File: src/rtl/stopwatch_pkg.sv
// ---------------------------------------------------------------------------
// stopwatch_pkg : shared state encoding and sizes for the stopwatch control
// Revision 1.0
// ---------------------------------------------------------------------------
`default_nettype none

package stopwatch_pkg;

  localparam int READING_W           = 8;
  localparam int DEBOUNCE_CYCLES_DEF = 1000000;

  typedef enum logic [1:0] {
    ST_IDLE = 2'd0,
    ST_RUN  = 2'd1,
    ST_STOP = 2'd2
  } state_e;

endpackage

`default_nettype wire

File: src/rtl/btn_debounce.sv
// ---------------------------------------------------------------------------
// btn_debounce : 2-flop synchronizer, level debouncer, rising-edge pulse
// Revision 1.0
// ---------------------------------------------------------------------------
`default_nettype none

module btn_debounce
  import stopwatch_pkg::*;
#(
  parameter int DEBOUNCE_CYCLES = DEBOUNCE_CYCLES_DEF
) (
  input  logic clk,
  input  logic reset,
  input  logic btn_i,
  output logic pulse_o
);

  localparam int              CNT_W    = $clog2(DEBOUNCE_CYCLES + 1);
  localparam logic [CNT_W-1:0] CNT_LAST = CNT_W'(DEBOUNCE_CYCLES - 1);

  logic [1:0]       sync_q;
  logic             level_q, level_d;
  logic [CNT_W-1:0] cnt_q, cnt_d;
  logic             pulse_q, pulse_d;

  // The pulse is registered together with the level change, so it is high
  // for exactly the first cycle of a new high debounced level.
  always_comb begin
    level_d = level_q;
    cnt_d   = '0;
    pulse_d = 1'b0;
    if (sync_q[1] != level_q) begin
      if (cnt_q == CNT_LAST) begin
        level_d = sync_q[1];
        pulse_d = sync_q[1];
      end else begin
        cnt_d = cnt_q + 1'b1;
      end
    end
  end

  always_ff @(posedge clk or posedge reset) begin
    if (reset) begin
      sync_q  <= 2'b00;
      level_q <= 1'b0;
      cnt_q   <= '0;
      pulse_q <= 1'b0;
    end else begin
      sync_q  <= {sync_q[0], btn_i};
      level_q <= level_d;
      cnt_q   <= cnt_d;
      pulse_q <= pulse_d;
    end
  end

  assign pulse_o = pulse_q;

endmodule

`default_nettype wire

File: src/rtl/stopwatch_ctl.sv
// ---------------------------------------------------------------------------
// stopwatch_ctl : button handling, RUN/STOP/IDLE FSM and lap display freeze
// Revision 1.0
// ---------------------------------------------------------------------------
`default_nettype none

module stopwatch_ctl
  import stopwatch_pkg::*;
#(
  parameter int DEBOUNCE_CYCLES = DEBOUNCE_CYCLES_DEF
) (
  input  logic                 clk,
  input  logic                 reset,
  input  logic                 btn_start_stop,
  input  logic                 btn_clear,
  input  logic                 btn_lap,
  input  logic [READING_W-1:0] time_reading,
  output logic                 init_regs,
  output logic                 count_enabled,
  output logic [READING_W-1:0] disp_reading,
  output logic                 lap_active,
  output logic [1:0]           state
);

  logic [2:0] btn_raw;
  logic [2:0] btn_pulse;
  logic       p_ss, p_clr, p_lap;

  assign btn_raw = {btn_lap, btn_clear, btn_start_stop};

  for (genvar i = 0; i < 3; i++) begin : g_btn
    btn_debounce #(
      .DEBOUNCE_CYCLES(DEBOUNCE_CYCLES)
    ) u_btn (
      .clk    (clk),
      .reset  (reset),
      .btn_i  (btn_raw[i]),
      .pulse_o(btn_pulse[i])
    );
  end

  assign p_ss  = btn_pulse[0];
  assign p_clr = btn_pulse[1];
  assign p_lap = btn_pulse[2];

  state_e               state_q;
  logic                 init_q, run_q, lap_q;
  logic [READING_W-1:0] disp_q;

  // The if/else-if chains encode clear > start/stop > lap priority.
  always_ff @(posedge clk or posedge reset) begin
    if (reset) begin
      state_q <= ST_IDLE;
      init_q  <= 1'b1;
      run_q   <= 1'b0;
      lap_q   <= 1'b0;
      disp_q  <= '0;
    end else begin
      init_q <= 1'b0;
      if (!lap_q) begin
        disp_q <= time_reading;
      end
      case (state_q)
        ST_IDLE: begin
          if (p_clr) begin
            init_q <= 1'b1;
          end else if (p_ss) begin
            state_q <= ST_RUN;
            run_q   <= 1'b1;
          end
        end
        ST_RUN: begin
          if (p_clr) begin
            init_q <= 1'b1;
            lap_q  <= 1'b0;
          end else if (p_ss) begin
            state_q <= ST_STOP;
            run_q   <= 1'b0;
          end else if (p_lap) begin
            lap_q <= ~lap_q;
          end
        end
        ST_STOP: begin
          if (p_clr) begin
            state_q <= ST_IDLE;
            init_q  <= 1'b1;
            lap_q   <= 1'b0;
          end else if (p_ss) begin
            state_q <= ST_RUN;
            run_q   <= 1'b1;
          end else if (p_lap) begin
            lap_q <= 1'b0;
          end
        end
        default: begin
          state_q <= ST_IDLE;
          init_q  <= 1'b1;
          run_q   <= 1'b0;
          lap_q   <= 1'b0;
        end
      endcase
    end
  end

  assign init_regs     = init_q;
  assign count_enabled = run_q;
  assign lap_active    = lap_q;
  assign disp_reading  = disp_q;
  assign state         = state_q;

endmodule

`default_nettype wire

File: config.mk
export PLATFORM = sky130hd
export DESIGN_NAME = stopwatch_ctl
export DESIGN_NICKNAME = d
export VERILOG_FILES = /design/src/rtl/stopwatch_pkg.sv /design/src/rtl/btn_debounce.sv /design/src/rtl/stopwatch_ctl.sv
export SDC_FILE = /design/constraint.sdc
export NUM_CORES = 1
export LEC_CHECK = 0
export CORE_MARGIN = 10
export CORE_UTILIZATION = 35
export DETAILED_ROUTE_END_ITERATION = 16
export GPL_TIMING_DRIVEN = 0
export RECOVER_POWER = 100
export SLEW_MARGIN = 20
export SYNTH_ARGS = -nofsm -noshare
export SYNTH_HDL_FRONTEND = slang
export SYNTH_SLANG_ARGS = --single-unit
File: constraint.sdc
create_clock -name clk -period 2.76 [get_ports clk]
set_input_delay 0.552 -clock clk [delete_from_list [all_inputs] [get_ports clk]]
set_output_delay 0.552 -clock clk [all_outputs]
set_load 0.05 [all_outputs]
---- Word level (Yosys, flattened, before mapping) ----
Index checks and enable logic that the tools add are counted.
storage, ports and cells
  bits of input ports ..................... 13
  output and inout port bits .............. 13
  flip-flop bits (word level) ............. 85
operators by class
  bitwise gates (word level) .............. 2
  reductions and logical operators ........ 9
  multiplexer cells ....................... 32
  equality and inequality tests ........... 17
  add/sub/neg operators ................... 3
operators with widths
  operator                                                number
  2-to-1 mux 20 bit                                       6
  adder 20 x 1 -> 20 bit (second input constant)          3
  == test 20 bit (second input constant)                  3
  2-to-1 mux 1 bit                                        18
  2-to-1 mux 2 bit                                        5
  inequality test 2 bit (second input constant)           3
  inequality test 3 x 1 -> 1 bit (second input constant)  2
  inequality test 3 x 2 -> 1 bit (second input constant)  2
  case mux 2 bit (3 select lines)                         1
  AND reduction 2 bit                                     3
  AND reduction 5 bit                                     1
  inequality test 2 x 1 -> 1 bit (second input constant)  2
  AND reduction 4 bit                                     1
  inequality test 1 bit                                   3
  case mux 1 bit (3 select lines)                         1
  AND reduction 3 bit                                     1
  OR reduction 3 bit                                      1
  == test 2 x 1 -> 1 bit (second input constant)          1
  == test 2 bit (second input constant)                   1
  logical NOT 2 bit                                       1
  inverter 1 bit                                          2
  case mux 1 bit (2 select lines)                         1
  OR reduction 2 bit                                      1

---- Depth between registers and ports, before layout ----
  depth in word-level cells ............... 5
  mapped depth ............................ 6
  depth with buffers taken out ............ 5

---- Cells and area by module ----
Synthesis repeated with hierarchy kept, for this count alone.
unflattened totals
  cell total of the unflattened synthesis .. 362
  area, all modules ....................... 4101.4 µm²
modules (own cells, without submodules)
  module         cells each  area each (µm²)  instances
  btn_debounce   108         1188.6           3
  stopwatch_ctl  38          535.5            1

---- Least setup slack after synthesis ----
Ideal clock, no wire load.
  path kind ............................... register to register
  start point ............................. reg g_btn[0].u_btn.cnt_q[15]
  end point ............................... reg g_btn[0].u_btn.level_q
  library setup time ...................... 0.125 ns
  period minus slack after synthesis ...... 2.127 ns
  data required time ...................... 2.635 ns
  stages on the path, launching flop included .. 5
  setup slack ............................. 0.633 ns
  buffers on the path ..................... 0
  data arrival time ....................... 2.003 ns
  cell sequence ........................... dfrtp_1 or4b_2 or4_4 nor2_1 mux2_2
on the way
  longest elaborated chain between the ends .. 2
RTL lines
  what                           RTL line            source
  from (decl)                    btn_debounce.sv:23  logic [CNT_W-1:0] cnt_q, cnt_d;
  from (signal assigned)         btn_debounce.sv:51  cnt_q <= cnt_d;
  == test 20 bit                 btn_debounce.sv:33  if (cnt_q == CNT_LAST) begin
  AND reduction 2 bit (no line)  n/a
  to (signal assigned)           btn_debounce.sv:50  level_q <= level_d;
  to (decl)                      btn_debounce.sv:22  logic level_q, level_d;
Every way passes these cells.
A chain may end at the register's enable or synchronous reset.

---- Final worst setup path ----
  start point ............................. reg g_btn[0].u_btn.cnt_q[15]
  end point ............................... reg g_btn[0].u_btn.cnt_q[2]
on the way
  longest elaborated chain between the ends .. 3
RTL lines
  what                         RTL line            source
  == test 20 bit               btn_debounce.sv:33
  2-to-1 mux 20 bit            btn_debounce.sv:33
  2-to-1 mux 20 bit            btn_debounce.sv:32  if (sync_q[1] != level_q) begin
  net g_btn[0].u_btn.cnt_d[2]  btn_debounce.sv:23
The timed path passes the listed nets, and every way through them passes these cells.

==> results.md <==
- Status: finished clean
- Core Util, Final: 0.428
- Worst Setup Start Kind: register
- Mapped Cells: 383
- Worst-Skew Late Latency: 0.34 ns
- Ys async rst share: 1.00
- Antenna violations before repair: 0
- Hold Violations, Final: 0
- Fillers: 1070
- Tmin final: 2.41 ns
- Seq/Total Area, Yosys: 0.534
- Clock sinks: 85
- CTS Buf Count: 9
- I/O pin total: 26
- R2R depth: 5
- Pwr dens: 540 nW/um2
- Share of layout cells above drive strength 1: 0.0918
- DRT Wirelength: 7580 um
- RSZ-0062 raised after global routing: no
- Syn_nets: 399
- Leakage power: 1.88 nW
- Vias: 2874
- Syn. warnings: 0
- WS Path Type: register to register
- Relative slew slack: 0.0337
- EDFF count, synth: 0
- Post-CTS Resized: 0
- Max Slew Vio Count: 0
- Most frequent cells in the layout: dfrtp_1 (84), nor2_1 (43), nand3_1 (25)
- Fin Setup TNS: 0 ns
- First-pass GRT wire length: 13600 um
- Met3 usage: 0.0279
- Wire per inst: 13.4 um
- Ant. Diodes: 0
- DRT iter0 DRCs: 153
- Clk buf depth: 2
- Max FO, Critical Path: 10
- R2R Setup Slk: 0.35 ns
- Final setup viols: 0
- Routing usage on met1: 0.128
- Mapped Area: 3990 um2
- Worst Skew: 0.00526 ns
- Overall die height: 127 um
- Hpwl dp: 5280 um
- Slew @ Worst Pin: 1.44 ns
- Reg clk slew, reported paths: 0.06 ns
- Vias in the first global route: 2857
- TritonCTS clock tree: done
- Synthesis-to-layout area growth: 18.0%
- Final worst path period share: 0.873
- GP Congestion: 0.787
- Hold path depth: 0
- Num rows: 38
- Max frequency: 0.415 GHz
- Worst Setup SP: g_btn[0].u_btn.cnt_q[15]
- Vias/cell: 5.09
- Worst hold path class: register to register
- Drc violations: 0
- DR pass1 iterations: 4
- VDD IR max: 0.335 mV
- Worst setup EP type: register
- Busiest grt layer: met2
- Worst endpoint required time: 2.96 ns
- Die area: 16100 um2
- Total gr overflow: 0
- Final #Nets: 436
- Clock root buffer: clkbuf_16
- Gr usage total: 0.0988
- Synth cell types: 44
- Syn Area/Cell: 10.4 um2
- Core area: 11000 um2
- Critical Path AT: 2.61 ns
- H-tree depth: 3
- Reg-to-Reg End: g_btn[0].u_btn.cnt_q[2]
- Buffers on Ports: 25
- Synthesis-stage register bit count: 85
- Post-route ant nets: 0
- Setup bufs post-CTS: 0
- Cts hold-fix bufs: 0
- Initial Util: 0.363
- Die X: 127 um
- Top FF cell, synth: dfrtp_1
- Largest net degree at the start of global routing: 55
- Met2 Use GR: 0.153
- Reg2reg start: g_btn[0].u_btn.cnt_q[15]
- Critical Path End: g_btn[0].u_btn.cnt_q[2]
- Most common cell after layout, fill and taps aside: dfrtp_1
- Max-cap violation count: 0
==> cells by family after synthesis <==
| family | Yosys count | share of synthesized area |
|---|---|---|
| buffers and inverters | 26 | 0.0273 |
| multiplexers | 12 | 0.0345 |
| AO/OA/AOI/OAI | 52 | 0.0816 |
| XOR/XNOR | 35 | 0.0769 |
| AND/OR/NAND/NOR | 169 | 0.234 |
| adder cells (fa/ha/maj) | 4 | 0.0119 |
| flip-flops | 85 | 0.534 |
==> per-stage QoR <==
step	total power, mW	hold slack (ns)	worst slack [ns]	area (um2)	cells
floorplan	1.38	0.331	0.0162	3990	383
global placement	1.43	0.349	-1.34	4410	548
detailed placement	1.44	0.354	0.521	4440	549
CTS	2.59	0.368	0.509	4720	565
global route	2.64	0.389	0.190	4700	565
finish	2.54	0.366	0.350	4700	565
==> how the worst min path moves through the flow <==
stage                                   startpoint                        to
after detailed placement  g_btn[0].u_btn.sync_q[0]  g_btn[0].u_btn.sync_q[1]
after CTS                 g_btn[0].u_btn.sync_q[0]  g_btn[0].u_btn.sync_q[1]
after global routing      g_btn[0].u_btn.sync_q[0]  g_btn[0].u_btn.sync_q[1]
after global placement    g_btn[0].u_btn.sync_q[0]  g_btn[0].u_btn.sync_q[1]
after floorplan           g_btn[0].u_btn.sync_q[0]  g_btn[0].u_btn.sync_q[1]
final                     g_btn[0].u_btn.sync_q[0]  g_btn[0].u_btn.sync_q[1]
==> area by class of cell <==
cell class                 count  area, um2  share of cell area
sequential                    85       2130               0.453
multi-input combinational    272       1730               0.369
timing repair buffer          26        278              0.0591
clock buffer                  13        260              0.0553
tap                          140        175              0.0373
inverter                      16       61.3              0.0130
buffer                        10       45.0             0.00958
clock inverter                 3       20.0             0.00426
==> worst max-delay path, cell delays in order (launching register included) <==
cell and delay, ns:
dfrtp_1 0.40, or4b_2 0.66, or4_1 0.57, o21ai_2 0.15, clkbuf_1 0.40, nor2_1 0.10
==> cell usage after synthesis, types with 3 or more instances <==
cell | instances | area, um2
dfrtp_1 | 84 | 2100
nor2_1 | 43 | 161
nand3_1 | 25 | 125
a21oi_1 | 23 | 115
xnor2_1 | 20 | 175
nand2_1 | 17 | 63.8
inv_1 | 16 | 60.1
o21ai_0 | 16 | 80.1
or3_1 | 15 | 93.8
or4_1 | 15 | 113
xor2_1 | 15 | 131
mux2_2 | 10 | 113
nand4_1 | 9 | 56.3
nor3_1 | 9 | 45.0
clkbuf_1 | 7 | 26.3
and3_1 | 6 | 37.5
o31ai_1 | 6 | 45.0
nand2b_1 | 5 | 31.3
nor4_1 | 5 | 31.3
and4_1 | 3 | 26.3
buf_4 | 3 | 22.5
ha_1 | 3 | 37.5
==> report_power, final <==
| part | switching (mW) | internal (mW) | total (mW) |
|---|---|---|---|
| Combinational | 0.0771 | 0.0463 | 0.123 |
| Sequential | 0.0187 | 1.27 | 1.29 |
| Clock | 0.470 | 0.658 | 1.13 |
==> routing by layer <==
| layer | up-vias | share of wire |
|---|---|---|
| li1 | 1434 | - |
| met1 | 1390 | 0.50 |
| met2 | 39 | 0.45 |
| met3 | 11 | 0.035 |
| met4 | 0 | 0.016 |
| met5 | - | 0 |
==> flip-flops by register name, summed over array words and instances (netlist names), 2 cells and up <==
signal,cells
disp_reading,8
g_btn.u_btn.cnt_q,60
g_btn.u_btn.level_q,3
g_btn.u_btn.pulse_o,3
g_btn.u_btn.sync_q,6
state,2
Note: power is estimated with default switching activity, not from simulation.
